===== src/rtl/data_mem_arbiter_pkg.sv =====
// Shared definitions for the data-memory arbiter: owner encoding,
// address-limit helper and the read-return latency.
package data_mem_arbiter_pkg;

  // Which requester owns a grant or an in-flight read.
  typedef enum logic {
    OWN_M0 = 1'b0,  // matrix-multiply core
    OWN_M1 = 1'b1   // host loader/dump engine
  } owner_e;

  // Cycles from a read grant to its rvalid pulse.
  localparam int RD_LATENCY = 2;

  // Highest byte address; a 16-bit write there would spill past the top.
  function automatic int addr_limit(input int addr_width);
    return (1 << addr_width) - 1;
  endfunction

  localparam int ADDR_LIMIT = addr_limit(8);

endpackage


===== src/rtl/data_mem_arbiter_grant.sv =====
// rr_grant_2: two-way round-robin grant with a bounded burst lock.
// A locked owner keeps winning contested cycles until burst_cnt hits
// MAX_BURST; after that the waiting side is served.
module rr_grant_2 #(
  parameter int MAX_BURST = 4
) (
  input  logic       clk,
  input  logic       rst_n,
  input  logic [1:0] req,
  input  logic [1:0] lock,
  output logic [1:0] gnt
);
  import data_mem_arbiter_pkg::*;

  localparam int CW = $clog2(MAX_BURST + 1);

  owner_e        last_owner;
  logic          last_lock;
  logic [CW-1:0] burst_cnt;
  owner_e        pick;
  logic          any_gnt;

  // Choose the winner for this cycle; no grant while reset is asserted.
  always_comb begin
    // NOTE: every output of this block gets a default first, so no path can leave one unassigned and infer a latch.
    gnt     = 2'b00;
    pick    = last_owner;
    any_gnt = 1'b0;
    unique case (req)
      2'b01: begin
        pick    = OWN_M0;
        any_gnt = 1'b1;
      end
      2'b10: begin
        pick    = OWN_M1;
        any_gnt = 1'b1;
      end
      2'b11: begin
        any_gnt = 1'b1;
        if (last_lock && (burst_cnt < CW'(MAX_BURST))) pick = last_owner;
        else                                          pick = owner_e'(~last_owner);
      end
      default: any_gnt = 1'b0;
    endcase
    if (any_gnt && rst_n) gnt[pick] = 1'b1;
  end

  // Track the previous owner, its lock request and the current burst length.
  always_ff @(posedge clk or negedge rst_n) begin
    // NOTE: state is assigned with <= so every flop samples the pre-edge values of its neighbours.
    if (!rst_n) begin
      last_owner <= OWN_M1;
      last_lock  <= 1'b0;
      burst_cnt  <= '0;
    end else if (any_gnt) begin
      last_owner <= pick;
      last_lock  <= lock[pick];
      if (pick == last_owner) begin
        if (burst_cnt != CW'(MAX_BURST)) burst_cnt <= burst_cnt + CW'(1);
      end else begin
        burst_cnt <= CW'(1);
      end
    end else begin
      burst_cnt <= '0;
    end
  end

endmodule


===== src/rtl/data_mem_arbiter.sv =====
// Two-requester arbiter in front of the data memory. Registers the winning
// command, blocks writes that would run past the top address, and returns
// read bytes to the requester that issued them two cycles after the grant.
module data_mem_arbiter #(
  parameter int DATA_WIDTH = 8,
  parameter int ADDR_WIDTH = 8,
  parameter int MAX_BURST  = 4
) (
  input  logic                    clk,
  input  logic                    rst_n,
  input  logic                    m0_req,
  input  logic                    m0_lock,
  input  logic                    m0_we,
  input  logic [ADDR_WIDTH-1:0]   m0_addr,
  input  logic [2*DATA_WIDTH-1:0] m0_wdata,
  output logic                    m0_gnt,
  output logic                    m0_rvalid,
  output logic [DATA_WIDTH-1:0]   m0_rdata,
  output logic                    m0_err,
  input  logic                    m1_req,
  input  logic                    m1_lock,
  input  logic                    m1_we,
  input  logic [ADDR_WIDTH-1:0]   m1_addr,
  input  logic [2*DATA_WIDTH-1:0] m1_wdata,
  output logic                    m1_gnt,
  output logic                    m1_rvalid,
  output logic [DATA_WIDTH-1:0]   m1_rdata,
  output logic                    m1_err,
  output logic                    mem_we,
  output logic [ADDR_WIDTH-1:0]   mem_w_addr,
  output logic [ADDR_WIDTH-1:0]   mem_r_addr,
  output logic [2*DATA_WIDTH-1:0] mem_w_data,
  input  logic [DATA_WIDTH-1:0]   mem_r_data
);
  import data_mem_arbiter_pkg::*;

  localparam logic [ADDR_WIDTH-1:0] ADDR_MAX = ADDR_WIDTH'(addr_limit(ADDR_WIDTH));

  logic [1:0]              gnt;
  logic                    cmd_valid;
  owner_e                  sel_owner;
  logic                    sel_we;
  logic [ADDR_WIDTH-1:0]   sel_addr;
  logic [2*DATA_WIDTH-1:0] sel_wdata;
  logic                    bad_write;
  logic [ADDR_WIDTH-1:0]   cmd_addr;
  logic [1:0]              err_q;
  logic [RD_LATENCY-1:0]   rd_vld;
  owner_e                  rd_own [RD_LATENCY];

  rr_grant_2 #(
    .MAX_BURST (MAX_BURST)
  ) u_grant (
    .clk   (clk),
    .rst_n (rst_n),
    .req   ({m1_req, m0_req}),
    .lock  ({m1_lock, m0_lock}),
    .gnt   (gnt)
  );

  assign m0_gnt    = gnt[OWN_M0];
  assign m1_gnt    = gnt[OWN_M1];
  assign cmd_valid = |gnt;

  // Steer the granted requester's command onto the shared command bus.
  always_comb begin
    sel_owner = OWN_M0;
    sel_we    = m0_we;
    sel_addr  = m0_addr;
    sel_wdata = m0_wdata;
    if (gnt[OWN_M1]) begin
      sel_owner = OWN_M1;
      sel_we    = m1_we;
      sel_addr  = m1_addr;
      sel_wdata = m1_wdata;
    end
  end

  // The high byte of a write at the top address has nowhere to go.
  assign bad_write = sel_we && (sel_addr == ADDR_MAX);

  // Command register: memory sees the granted command one cycle later.
  always_ff @(posedge clk or negedge rst_n) begin
    if (!rst_n) begin
      mem_we     <= 1'b0;
      cmd_addr   <= '0;
      mem_w_data <= '0;
    end else begin
      mem_we <= cmd_valid && sel_we && !bad_write;
      if (cmd_valid) begin
        cmd_addr   <= sel_addr;
        mem_w_data <= sel_wdata;
      end
    end
  end

  assign mem_w_addr = cmd_addr;
  assign mem_r_addr = cmd_addr;

  // Rejected-write pulse, aligned with the cycle the write would have executed.
  always_ff @(posedge clk or negedge rst_n) begin
    if (!rst_n) err_q <= 2'b00;
    else        err_q <= bad_write ? gnt : 2'b00;
  end

  assign m0_err = err_q[OWN_M0];
  assign m1_err = err_q[OWN_M1];

  // Owner/valid pipeline that follows each read until its byte returns.
  always_ff @(posedge clk or negedge rst_n) begin
    // NOTE: these few tracking flops are reset so reads in flight at reset never produce a stale rvalid.
    if (!rst_n) begin
      rd_vld <= '0;
      for (int i = 0; i < RD_LATENCY; i++) rd_own[i] <= OWN_M0;
    end else begin
      rd_vld[0] <= cmd_valid && !sel_we;
      rd_own[0] <= sel_owner;
      for (int i = 1; i < RD_LATENCY; i++) begin
        rd_vld[i] <= rd_vld[i-1];
        rd_own[i] <= rd_own[i-1];
      end
    end
  end

  assign m0_rvalid = rd_vld[RD_LATENCY-1] && (rd_own[RD_LATENCY-1] == OWN_M0);
  assign m1_rvalid = rd_vld[RD_LATENCY-1] && (rd_own[RD_LATENCY-1] == OWN_M1);
  assign m0_rdata  = mem_r_data;
  assign m1_rdata  = mem_r_data;

endmodule


===== config.mk =====
export PLATFORM = sky130hd
export DESIGN_NAME = data_mem_arbiter
export DESIGN_NICKNAME = d
export VERILOG_FILES = /design/src/rtl/data_mem_arbiter_pkg.sv /design/src/rtl/data_mem_arbiter_grant.sv /design/src/rtl/data_mem_arbiter.sv
export SDC_FILE = /design/constraint.sdc
export NUM_CORES = 1
export LEC_CHECK = 0
export ABC_AREA = 1
export CAP_MARGIN = 20
export CELL_PAD_IN_SITES_DETAIL_PLACEMENT = 1
export CELL_PAD_IN_SITES_GLOBAL_PLACEMENT = 2
export CORE_MARGIN = 1
export CORE_UTILIZATION = 20
export DETAILED_ROUTE_END_ITERATION = 8
export PLACE_DENSITY = 0.87
export SKIP_CTS_REPAIR_TIMING = 1
export SLEW_MARGIN = 30
export SYNTH_ARGS = -nofsm -noshare
export SYNTH_HDL_FRONTEND = slang
export SYNTH_SLANG_ARGS = --single-unit

===== constraint.sdc =====
create_clock -name clk -period 4 [get_ports clk]
set_input_delay 0.6 -clock clk [delete_from_list [all_inputs] [get_ports clk]]
set_output_delay 0.6 -clock clk [all_outputs]
set_load 0.02 [all_outputs]

# After elaboration in Yosys (flattened, before gate mapping)
# Index checks and enable logic that the tools add are counted.
[totals]
reg_bits = 36
elab_cells = 52
inputBits = 64
out_inout_bits = 55
[classes]
magnitude_cmp = 3
eq_ne = 7
n_bitwise = 2
mux = 16
reduce_logical = 13
n_addsub = 1
[ops]
columns = ["cell", "n"]
rows = [
  ["two-way mux 16 bit", 1],
  ["logical AND 1 bit", 9],
  ["two-way mux 3 bit", 3],
  ["== test 8 bit (second input constant)", 1],
  ["two-way mux 8 bit", 1],
  ["two-way mux 1 bit", 7],
  ["!= test 3 bit (second input constant)", 2],
  ["== test 2 bit (second input constant)", 2],
  ["two-way mux 2 bit", 2],
  ["adder 3 x 1 -> 3 bit (second input constant)", 1],
  ["less-than comparator 3 bit (second input constant)", 1],
  ["one-hot mux 1 bit (3 select lines)", 1],
  ["OR reduction 3 bit", 1],
  ["== test 2 x 1 -> 1 bit (second input constant)", 1],
  ["zero test 1 bit", 2],
  ["less-than comparator 1 x 2 -> 1 bit (second input constant)", 1],
  ["inverter 1 bit", 2],
  ["OR reduction 2 bit", 1],
  ["demux 1 bit (select 1 bit)", 1],
  ["== test 1 bit", 1],
  [">= comparator 1 bit (second input constant)", 1],
]

# Depth between registers and ports, before layout
[depth]
word_depth = 14
mapped_depth = 13
ltp_nobuf = 12

# Modules after synthesis
# A second synthesis with hierarchy kept.
[unflattened]
hier_cells = 239
area_unflattened_um2 = 1933.1
[by_module_without_submodules]
columns = ["module", "seq_area_each_um2", "cells_each", "area_per_inst_um2", "instances"]
rows = [
  ["data_mem_arbiter", 775.7, 193, 1600.3, 1],
  ["rr_grant_2", 126.4, 46, 332.8, 1],
]

# Worst setup path before layout
# Ideal clock, no wire load.
[synth_timing]
path_kind = "input -> output"
from = "in m0_req"
to = "out m0_gnt"
required_time_ns = 3.400
stages = 5
slack_ns = 2.034
path_buffers = 1
t_arrival_ns = 1.366
path_cell_list = "nor2_2 -> nor2_8 -> nand2_1 -> clkinv_1 -> buf_2"
[synth_via]
elab_chain_cells = 7
word_cells_on_any_way = 13
classes_between = "2 x order compare; 3 x eq/ne; 5 x mux; 3 x reduce/logical"
[synth_rtl]
columns = ["element", "line_no", "rtl"]
rows = [
  ["from (decl)", "data_mem_arbiter.sv:11", "input logic m0_req,"],
  ["== test 2 bit / == test 2 x 1 -> 1 bit (equally long branches)", "data_mem_arbiter_grant.sv:29", "unique case (req)"],
  ["one-hot mux 1 bit (3 select lines)", "data_mem_arbiter_grant.sv:29", ""],
  ["less-than comparator 1 x 2 -> 1 bit (not written as such) / >= comparator 1 bit (equally long branches)", "data_mem_arbiter_grant.sv:45", "if (any_gnt && rst_n) gnt[pick] = 1'b1;"],
  ["logical AND 1 bit (not written as such)", "data_mem_arbiter_grant.sv:45", ""],
  ["two-way mux 1 bit (not written as such)", "data_mem_arbiter_grant.sv:45", ""],
  ["demux 1 bit (select 1 bit)", "--", ""],
  ["two-way mux 2 bit *", "data_mem_arbiter_grant.sv:45", ""],
  ["to (decl)", "data_mem_arbiter.sv:16", "output logic m0_gnt,"],
]
# Mark *: on every way between the ends. The rest lies on a longest branch, timed or not.

# Worst setup path in the final report
[layout_timing]
from = "in m1_req"
to = "out m1_gnt"
[layout_via]
elab_chain_cells = 7
word_cells_on_any_way = 13
classes_between = "2 x order compare; 3 x eq/ne; 5 x mux; 3 x reduce/logical"
[layout_rtl]
columns = ["element", "line_no", "rtl"]
rows = [
  ["from (decl)", "data_mem_arbiter.sv:20", "input logic m1_req,"],
  ["== test 2 bit / == test 2 x 1 -> 1 bit (equally long branches)", "data_mem_arbiter_grant.sv:29", ""],
  ["one-hot mux 1 bit (3 select lines)", "data_mem_arbiter_grant.sv:29", ""],
  ["less-than comparator 1 x 2 -> 1 bit (not written as such) / >= comparator 1 bit (equally long branches)", "data_mem_arbiter_grant.sv:45", ""],
  ["logical AND 1 bit (not written as such)", "data_mem_arbiter_grant.sv:45", ""],
  ["two-way mux 1 bit (not written as such)", "data_mem_arbiter_grant.sv:45", ""],
  ["demux 1 bit (select 1 bit)", "--", ""],
  ["two-way mux 2 bit *", "data_mem_arbiter_grant.sv:45", ""],
  ["to (decl)", "data_mem_arbiter.sv:25", "output logic m1_gnt,"],
]
# Marked as above.

==> impl_summary.txt <==
----------------------------------------------------
[Critical path]
  Register-to-Register Setup Slack ... approximately 2.4 ns
  Critical path capture point type ... output port
  Cell with the largest stage delay on the worst path ... sky130_fd_sc_hd__clkdlybuf4s50_1
  Arrival time of data at the critical path endpoint ... ~2.7 ns
  CP most frequent cell ... sky130_fd_sc_hd__clkdlybuf4s50_1
  Max Fanout on Critical Path ... 19
  Critical Path RT ... between 3 and 4 ns
  Largest stage delay on the critical path ... between 0.6 and 0.7 ns
  Startpoint types ... input pin
  Sequence of cells on the critical path ... clkdlybuf4s50_1 -> nor2_2 -> nor2_8 -> nand3_4 -> inv_2 -> clkdlybuf4s50_1
  Critical path class ... input pin to output port

[CTS]
  Clk sink count ... 36
  Root Driver ... sky130_fd_sc_hd__clkbuf_8
  Count of H-tree levels built during CTS ... 2
  TritonCTS clock tree ... done
  Clock network latency to the later pin of the worst-skew pair ... 0.28 ns
  Clk slew on worst S/H paths ... 0.07 ns
  Number of buffers created by CTS ... 5
  Number of buffers on the longest clock path ... 2

[STA]
  Total Neg Setup Slack ... 0 ns
  Worst setup skew after layout ... approximately 0.006 ns
  Final Hold Violating Endpoints ... 0
  Portion of the clock cycle consumed by the worst path in the final layout ... a little over 80%
  Worst hold margin ... 0.351 ns
  Achievable clock frequency ... 0.304 GHz
  Setup repair after global routing missed its margin ... false
  Setup violators final ... 0
  Slew at the pin closest to its max-slew limit ... between 0.8 and 0.9 ns
  Final critical path time including I/O delays and setup ... 3.29 ns
  Worst max-slew margin expressed relative to the limit ... roughly 44%
  Pins Over Slew Limit ... 0

[Placed design]
  Number of buffers inserted by port buffering ... 94
  Routability cong. ... slightly above 0.7
  Placed wire-length estimate ... 4110 um
  Cell area reported after detailed placement ... 2760 sq um

[Global route]
  Vias in the first global route ... 1859
  Antenna violations before repair ... 0
  Global-route wire length before repair ... about 9000 um
  Global-route congestion overflow total ... 0
  Overall global routing resource usage ... 11.5%
  Pin count of the biggest net entering global routing ... 37

[Routing]
  Pre-antenna DRT Iters ... 4
  Via-to-Cell Ratio ... between 4 and 5
  Initial detailed-routing violation count ... 36
  Count of antenna-violating nets left after detailed routing ... 0
  Total number of vias ... ~1700
  Routed wire length ... between 5000 and 6000 um
  DRC violation count after routing ... 0
  Average detailed-routed wire length per instance ... between 10 and 15 um

[Yosys]
  Sequential share of the synthesized area ... a little under half
  Average cell area after synthesis ... a little over 8 sq um
  Yosys warning count ... 0
  Flip-flop and latch count after synthesis ... 36
  Post-Syn Instances ... ~230
  Count of distinct cell types in the synthesized netlist ... 26
  Post-synthesis net count ... 294
  Cell area after technology mapping ... around 1900 sq um

[Pwr]
  Worst supply voltage drop on vdd ... roughly 0.00015 V
  Leakage power figure ... ~1.3 nW
  Tot Pwr ... 1.49 mW
  Total power per unit cell area ... roughly 530 nW/um^2

[Floorplan]
  Horizontal die dimension ... slightly below 100 um
  Standard-cell row count ... 35
  Starting Density ... roughly 21%
  Core region area ... 9200 sq um
  Number of top-level design ports ... ~120
  Die outline height ... 99.2 um
  Total die area ... about 10000 sq um

[Layout]
  Synthesis-to-finish area growth ... 50.2%
  Layout cells sized above 1 ... under 10%
  # nets final ... approximately 370
  Final standard cell utilization of the core ... 30.9%
  Number of diodes ... 0
  Final Cell Area ... approximately 2800 sq um

[Worst hold path]
  Class of the tightest hold or removal check ... flip-flop to flip-flop

[Outcome]
  Run status ... complete, no violations

[Job]
  Reported max-cap violation count ... 0

----------------------------------------------------
[kinds of logic after synthesis]
kind of cell / share of synthesized area (%)
simple gates: 30.2
buf+inv: 15.1
flops: 47.7
compound gates: 5.16
fa+ha+maj: 1.32
xor+xnor: 0.463
[metrics by stage]
| step | worst slack, ns | instances |
|---|---|---|
| 6_report | 0.712 | 412 |
| 5_1_grt | 0.553 | 412 |
| 4_1_cts | 0.683 | 412 |
| 3_5_place_dp | 0.681 | 405 |
| 3_3_place_gp | 0.736 | 405 |
| 2_1_floorplan | 2.03 | 228 |
[synthesized netlist by cell type]
| library cell | count | area [sq um] |
|---|---|---|
| sky130_fd_sc_hd__a21oi_1 | 1 | 5.00 |
| sky130_fd_sc_hd__a31oi_1 | 6 | 37.5 |
| sky130_fd_sc_hd__buf_1 | 1 | 3.75 |
| sky130_fd_sc_hd__buf_2 | 3 | 15.0 |
| sky130_fd_sc_hd__buf_4 | 25 | 188 |
| sky130_fd_sc_hd__buf_6 | 1 | 11.3 |
| sky130_fd_sc_hd__clkinv_1 | 1 | 3.75 |
| sky130_fd_sc_hd__dfrtp_1 | 35 | 876 |
| sky130_fd_sc_hd__dfstp_2 | 1 | 26.3 |
| sky130_fd_sc_hd__ha_1 | 2 | 25.0 |
| sky130_fd_sc_hd__inv_1 | 15 | 56.3 |
| sky130_fd_sc_hd__inv_2 | 2 | 7.51 |
| sky130_fd_sc_hd__nand2_1 | 77 | 289 |
| sky130_fd_sc_hd__nand2_2 | 2 | 12.5 |
| sky130_fd_sc_hd__nand2_4 | 2 | 22.5 |
| sky130_fd_sc_hd__nand3_1 | 17 | 85.1 |
| sky130_fd_sc_hd__nand3_2 | 2 | 20.0 |
| sky130_fd_sc_hd__nand3_4 | 1 | 17.5 |
| sky130_fd_sc_hd__nand4_1 | 7 | 43.8 |
| sky130_fd_sc_hd__nor2_1 | 13 | 48.8 |
| sky130_fd_sc_hd__nor2_2 | 2 | 12.5 |
| sky130_fd_sc_hd__nor2_8 | 1 | 20.0 |
| sky130_fd_sc_hd__o21ai_0 | 7 | 35.0 |
| sky130_fd_sc_hd__o22ai_1 | 2 | 12.5 |
| sky130_fd_sc_hd__o31ai_1 | 1 | 7.51 |
| sky130_fd_sc_hd__xnor2_1 | 1 | 8.76 |
[layout by cell type, fill, tap and decap left out, drive strengths merged]
cell and instances:
ha 2, clkinv 2, nor2 16, xnor2 1, o22ai 2, nand3 20, clkdlybuf4s50 93, a31oi 6
buf 3, o31ai 1, nand4 7, o21ai 7, inv 17, nand2 81, clkbuf 6, a21oi 1
dfrtp 35, dfstp 1
[registers in the layout, summed over array words and instances, names as in the netlist]
register,cells
rd_own,2
u_grant.last_owner,1
err_q,2
mem_we,1
rd_vld,2
u_grant.burst_cnt,3
u_grant.last_lock,1
mem_r_addr,8
mem_w_data,16
[path summary, 6_finish.rpt]
check	from	endpoint	depth (start not counted)
max	m1_req	m1_gnt	6
min	rd_vld[0]	rd_vld[1]	0
max reg2reg	u_grant.last_owner	mem_we	11
min reg2reg	rd_vld[0]	rd_vld[1]	0
max in group asynchronous	rst_n	u_grant.last_owner	2
min in group asynchronous	rst_n	u_grant.burst_cnt[2]	2
[area by class of cell]
cell class,count,area (sq um)
Fill cell,1116,6360
Timing Repair Buffer,96,951
Sequential cell,36,902
Multi-Input combinational cell,144,703
Tap cell,111,139
Clock buffer,6,72.6
Inverter,18,67.6
Clock inverter,1,5.00
[power breakdown]
| group | internal, mW | leakage [nW] | switching [mW] |
|---|---|---|---|
| Clock | 0.118 | 0.0410 | 0.125 |
| Sequential | 0.477 | 0.443 | 0.0676 |
| Combinational | 0.321 | 0.795 | 0.383 |
[routing by layer]
metal / share of wire, % / wire, um / global-route usage, %
met1: 42 / 2240 / 12.9
met2: 52 / 2820 / 21.2
met3: 4.8 / 261 / 2.25
met4: 1.2 / 62 / 4.75
met5: 0 / 0 / 0
[critical path: cells and delay by family]
family	cells	cell delay, ns
buf+inv	3	1.53
simple gates	3	0.55
(Power assumes the default switching activity.)
==> variant 1: new RTL, same settings <==
Register the outputs `m0_err` and `m1_err`, without a reset; this adds one clock of latency there. The other outputs are not delayed to match.
--- a/src/rtl/data_mem_arbiter.sv
+++ b/src/rtl/data_mem_arbiter.sv
@@ -105,4 +105,6 @@
 
-  assign m0_err = err_q[OWN_M0];
-  assign m1_err = err_q[OWN_M1];
+  always_ff @(posedge clk) begin
+    m0_err <= err_q[OWN_M0];
+    m1_err <= err_q[OWN_M1];
+  end
 
Function: changed (a bounded check fails within 4 cycles, from zero or initial values and one cycle with rst_n low).
==> variant 1 against the original RTL <==
First-iteration DRC count shrank 17%. Non-clock buffer count stayed put. Clock power rose by 11%. Clock skew is essentially flat. Sequential cell count grew 2. Design area increased by 2.7%. Combinational power rose by 0.9%. Power up 3.8%. Fmax increased by 0.27%. Worst setup slack improved by 0.0088 ns. Routed wire length is 4.7% higher. Area after synthesis rose by 2.1%.
==> variant 1: results (changes against the original RTL) <==
Yosys:
- The fraction of registers with async set/reset was 94.7% (-5.3 points).
- After synthesis, the cell types taking the most area are sky130_fd_sc_hd__dfrtp_1 (45%), sky130_fd_sc_hd__nand2_1 (15%), sky130_fd_sc_hd__buf_4 (9.7%).
- The part of the Yosys area used for sequential elements is 48.8% (+1.1 points).
- The synthesized netlist net count is 296 (+0.68%).
- The number of distinct library cells after synthesis is 27 (+3.8%).

Placed design:
- The global placer's final weighted congestion is 0.763 (+5.3%).
- The setup slack after placement was 0.685 ns (+0.00399 ns).
- The number of placed instances with taps included is 425 (+4.9%).
- The HPWL reported at the end of detailed placement is 4390 um (+6.7%).
- The cell area reported after detailed placement was 2830 um2 (+2.3%).

Timing:
- The final-layout worst hold slack is 0.353 ns (+0.00182 ns).
- The final worst-path cycle share was 82.0% (-0.22 points).
- The maximum clock skew at final layout is 0.00564 ns (-0.000317 ns).

GRT:
- The total global-route track usage is 12.0% (+0.47 points).
- The wire length of the first global-routing pass is 9340 um (+3.8%).
- The via count of the first global-routing pass came to 1830 (-1.6%).

Pwr:
- The peak supply drop is 154 uV (+3.5%).
- The leakage dissipation is 0.00130 uW (+1.8%).

Layout:
- The number of inserted filler cells in the final layout was 1122 (+0.54%).
- The number of nets in the finished design is 369 (+0.54%).
- The fraction of layout instances using a drive strength above 1 was 7.57% (+0.26 points).

Critical path:
- The worst endpoint data arrival time is 2.68 ns (about the same).
- The worst reg-to-reg setup slack is 2.35 ns (-0.03 ns).

Clock tree:
- The tree is rooted in a sky130_fd_sc_hd__clkbuf_8.

Routing:
- The number of violations reported at the end of detailed-routing iteration 0 is 30 (-17%).
- The number of vias after detailed routing came to 1743 (-0.29%).
- The wire length after detailed routing came to 5640 um (+4.7%).

Hold path:
- The path with the worst hold slack has its endpoint at rd_own[0]$_DFF_PN0_.
- The type of the worst min-delay path is flop to flop.
- The critical hold path startpoint is rd_own[1]$_DFF_PN0_.

Outcome:
- The run finished with clean final reports.
## variant 1: cell families after synthesis
group / after synthesis / share of synthesized area (%)
adders and majority gates: 2 / 1.30
buffers and inverters: 48 / 14.8
xor gates and xnor gates: 1 / 0.454
and+or+nand+nor: 124 / 29.6
AOI/OAI and AO/OA: 17 / 5.05
DFF: 38 / 48.8
## variant 1: worst max-delay path, cell delays in order
cell and delay [ns]:
sky130_fd_sc_hd__clkdlybuf4s50_1 0.54, sky130_fd_sc_hd__nor2_2 0.10, sky130_fd_sc_hd__nor2_8 0.24, sky130_fd_sc_hd__nand3_4 0.21
sky130_fd_sc_hd__inv_2 0.30, sky130_fd_sc_hd__clkdlybuf4s50_1 0.67
## variant 1: routing by layer
| metal | wire length (um) | track usage (%) | part of all wire [%] |
|---|---|---|---|
| met5 | 0 | 0 | 0 |
| met4 | 60 | 3.57 | 1.1 |
| met3 | 265 | 2.72 | 4.7 |
| met2 | 2920 | 21.0 | 52 |
| met1 | 2400 | 14.5 | 42 |
## variant 1: power breakdown
| group | internal [uW] | switching (uW) | total (uW) |
|---|---|---|---|
| Clock | 139 | 132 | 271 |
| Combinational | 322 | 388 | 710 |
| Sequential | 497 | 71.2 | 568 |
| Total | 958 | 591 | 1550 |
## variant 1: cell type report
| class | instances | area share, % |
|---|---|---|
| multi-input cells | 144 | 24.1 |
| clock buffers | 7 | 2.96 |
| flip-flops and latches | 38 | 32.3 |
| repair buffers | 96 | 32.6 |
| well taps | 129 | 5.53 |
| inverters | 18 | 2.32 |
| clock inverters | 1 | 0.172 |
==> variant 2: new RTL, same settings <==
Made on the original files. `MAX_BURST` is set to 4 in 2 places; all go to 8.
--- a/src/rtl/data_mem_arbiter_grant.sv
+++ b/src/rtl/data_mem_arbiter_grant.sv
@@ -4,3 +4,3 @@
 module rr_grant_2 #(
-  parameter int MAX_BURST = 4
+  parameter int MAX_BURST = 8
 ) (
--- a/src/rtl/data_mem_arbiter.sv
+++ b/src/rtl/data_mem_arbiter.sv
@@ -6,3 +6,3 @@
   parameter int ADDR_WIDTH = 8,
-  parameter int MAX_BURST  = 4
+  parameter int MAX_BURST  = 8
 ) (
Check against the original RTL: not equivalent (Yosys sat finds a counterexample within 10 cycles, from zero or initial values and one cycle with rst_n low).
==> variant 2 against the original RTL <==
Design area rose by 3.7%. Count of clock-buffer cells in the layout rose by 1. Area after synthesis rose by 2.4%. Sequential cell count rose by 1. First-iteration DRC count rose by 2.8%. Worst setup slack got worse by 0.0052 ns. Power rose by 0.83%. Routed wire length rose by 5.4%. Largest power group unchanged.
==> variant 2: results (changes against the original RTL) <==
Routing:
- The wire length after detailed routing is 5680 um (+5.4%).
- The number of vias after detailed routing is 1765 (+0.97%).
- The number of violations reported at the end of detailed-routing iteration 0 is 37 (+2.8%).
- The number of iterations in the first detailed-routing pass is 4 (unchanged).

GRT:
- The maximum number of pins on one net before global-route repair was 38 (+2.7%).
- The total global-route track usage is 11.9% (+0.40 points).
- The initial antenna violation count came to 0 (unchanged).
- The via count of the first global-routing pass was 1874 (+0.81%).
- The wire length of the first global-routing pass is 9250 um (+2.8%).

Pwr:
- The peak supply drop is 138 uV (-7.5%).
- The leakage dissipation is 0.00132 uW (+3.0%).
- The internal power was 971 uW (+5.9%).

Layout:
- The fraction of layout instances using a drive strength above 1 is 6.80% (-0.51 points).
- The final cell count without fillers was 438 (+6.3%).
- The number of nets in the finished design is 374 (+1.9%).
- The number of inserted diodes is 0 (unchanged).
- The flip-flop count of the largest register, all copies and words added was 16 (unchanged).
- The largest register by flop count is mem_w_data.

Hold path:
- The number of cells traversed by the worst hold path is 0 (unchanged).
- The min-delay analysis places its worst path in the category flop to flop.

Timing:
- The maximum clock skew at final layout came to 0.00984 ns (+0.00388 ns).
- The slew at the pin with the worst max-slew slack is 0.744 ns (-0.0932 ns).

Yosys:
- The fraction of registers with async set/reset is 100% (unchanged).
- The Yosys warning count is 0 (unchanged).
- The synthesized netlist net count was 301 (+2.4%).
- The commonest cells after synthesis are sky130_fd_sc_hd__nand2_1 (82), sky130_fd_sc_hd__dfrtp_1 (36), sky130_fd_sc_hd__buf_4 (25).
- Sorting the synthesized cells by area gives the leading types as sky130_fd_sc_hd__dfrtp_1 (47%), sky130_fd_sc_hd__nand2_1 (16%), sky130_fd_sc_hd__buf_4 (9.7%).
- The part of the Yosys area used for sequential elements is 47.9% (+0.18 points).
- The synthesized area divided by synthesized cell count came to 8.24 um2 (-0.67%).
- The number of distinct library cells after synthesis is 27 (+3.8%).

Critical path:
- The worst endpoint data arrival time was 2.69 ns (about the same).
- The logic depth of the worst register-to-register path is 11 (unchanged).
- The maximum fanout along the worst path is 19 (unchanged).

Clock tree:
- The deepest level of the CTS H-tree was 2 (unchanged).
- The TritonCTS buffer count is 5 (unchanged).
- The clock network latency to the later pin of the worst-skew pair is 0.29 ns.
- The tree is rooted in a sky130_fd_sc_hd__clkbuf_8.
- The buffer depth of the longest clock path is 2 (unchanged).
- The clock transition time at the flip-flop clock pins of the worst setup and hold paths is 0.08 ns.

Placed design:
- The HPWL reported at the end of detailed placement is 4330 um (+5.4%).
- The global placer's final weighted congestion is 0.773 (+6.6%).
- The cell area reported after detailed placement is 2830 um2 (+2.4%).
- The quantity of I/O buffers inserted on ports was 94 (unchanged).
- The number of placed instances with taps included is 430 (+6.2%).

Outcome:
- The flow ran to the end, and the final reports show no timing, DRC or antenna violations.
-- variant 2: final timing paths --
check | start | endpoint | slack [ns]
worst max-delay path | m1_req | m1_gnt | 0.71
worst min-delay path | rd_own[1]$_DFF_PN0_ | rd_own[0]$_DFF_PN0_ | 0.36
worst max register to register | u_grant.last_owner$_DFFE_PN1N_ | mem_we$_DFF_PN0_ | 2.30
worst min register to register | rd_own[1]$_DFF_PN0_ | rd_own[0]$_DFF_PN0_ | 0.36
max in group asynchronous | rst_n | u_grant.last_owner$_DFFE_PN1N_ | 3.27
min in group asynchronous | rst_n | u_grant.burst_cnt[3]$_DFFE_PN0P_ | 0.38
-- variant 2: area by class of cell --
type,count,area [um2]
Inverter,18,67.6
Clock buffer,7,86.3
Tap cell,129,161
Sequential cell,37,927
Fill cell,1107,6380
Multi-Input combinational cell,150,723
Timing Repair Buffer,96,951
Clock inverter,1,30.0
-- variant 2: stage by stage --
step | setup WS, ns | power [uW] | util [%]
2_1_floorplan | 2.03 | 914 | -
3_3_place_gp | 0.723 | 1170 | 30.3
3_5_place_dp | 0.670 | 1190 | 30.3
4_1_cts | 0.670 | 1530 | 31.6
5_1_grt | 0.541 | 1610 | 31.6
6_report | 0.707 | 1500 | 31.6
-- variant 2: per-layer routing --
metal  track usage [%]  wire length (um)  up-vias
met4              4.79               113        0
met1              13.8              2370      838
met3              2.51               272       12
li1                  -                 -      864
met5                 0                 0        -
met2              21.2              2930       51
-- variant 2: kinds of logic after synthesis --
kind of cell / count (synthesis) / share of synthesized area (%)
compound gates: 16 / 4.72
xor+xnor: 2 / 0.905
fa+ha+maj: 2 / 1.29
buf+inv: 48 / 14.7
flops: 37 / 47.9
simple gates: 130 / 30.4
-- variant 2: worst max-delay path, stage by stage --
cell	delay (ns)
sky130_fd_sc_hd__clkdlybuf4s50_1	0.53
sky130_fd_sc_hd__nor2_2	0.11
sky130_fd_sc_hd__nor2_8	0.24
sky130_fd_sc_hd__nand3_4	0.21
sky130_fd_sc_hd__inv_2	0.32
sky130_fd_sc_hd__clkdlybuf4s50_1	0.67
-- variant 2: power by group through the flow --
stage	Combinational [uW]	Clock (uW)	Sequential, uW
floorplan	285	0	629
global placement	622	0	548
detailed placement	637	0	551
CTS	639	349	546
global route	683	365	559
finish	626	336	543
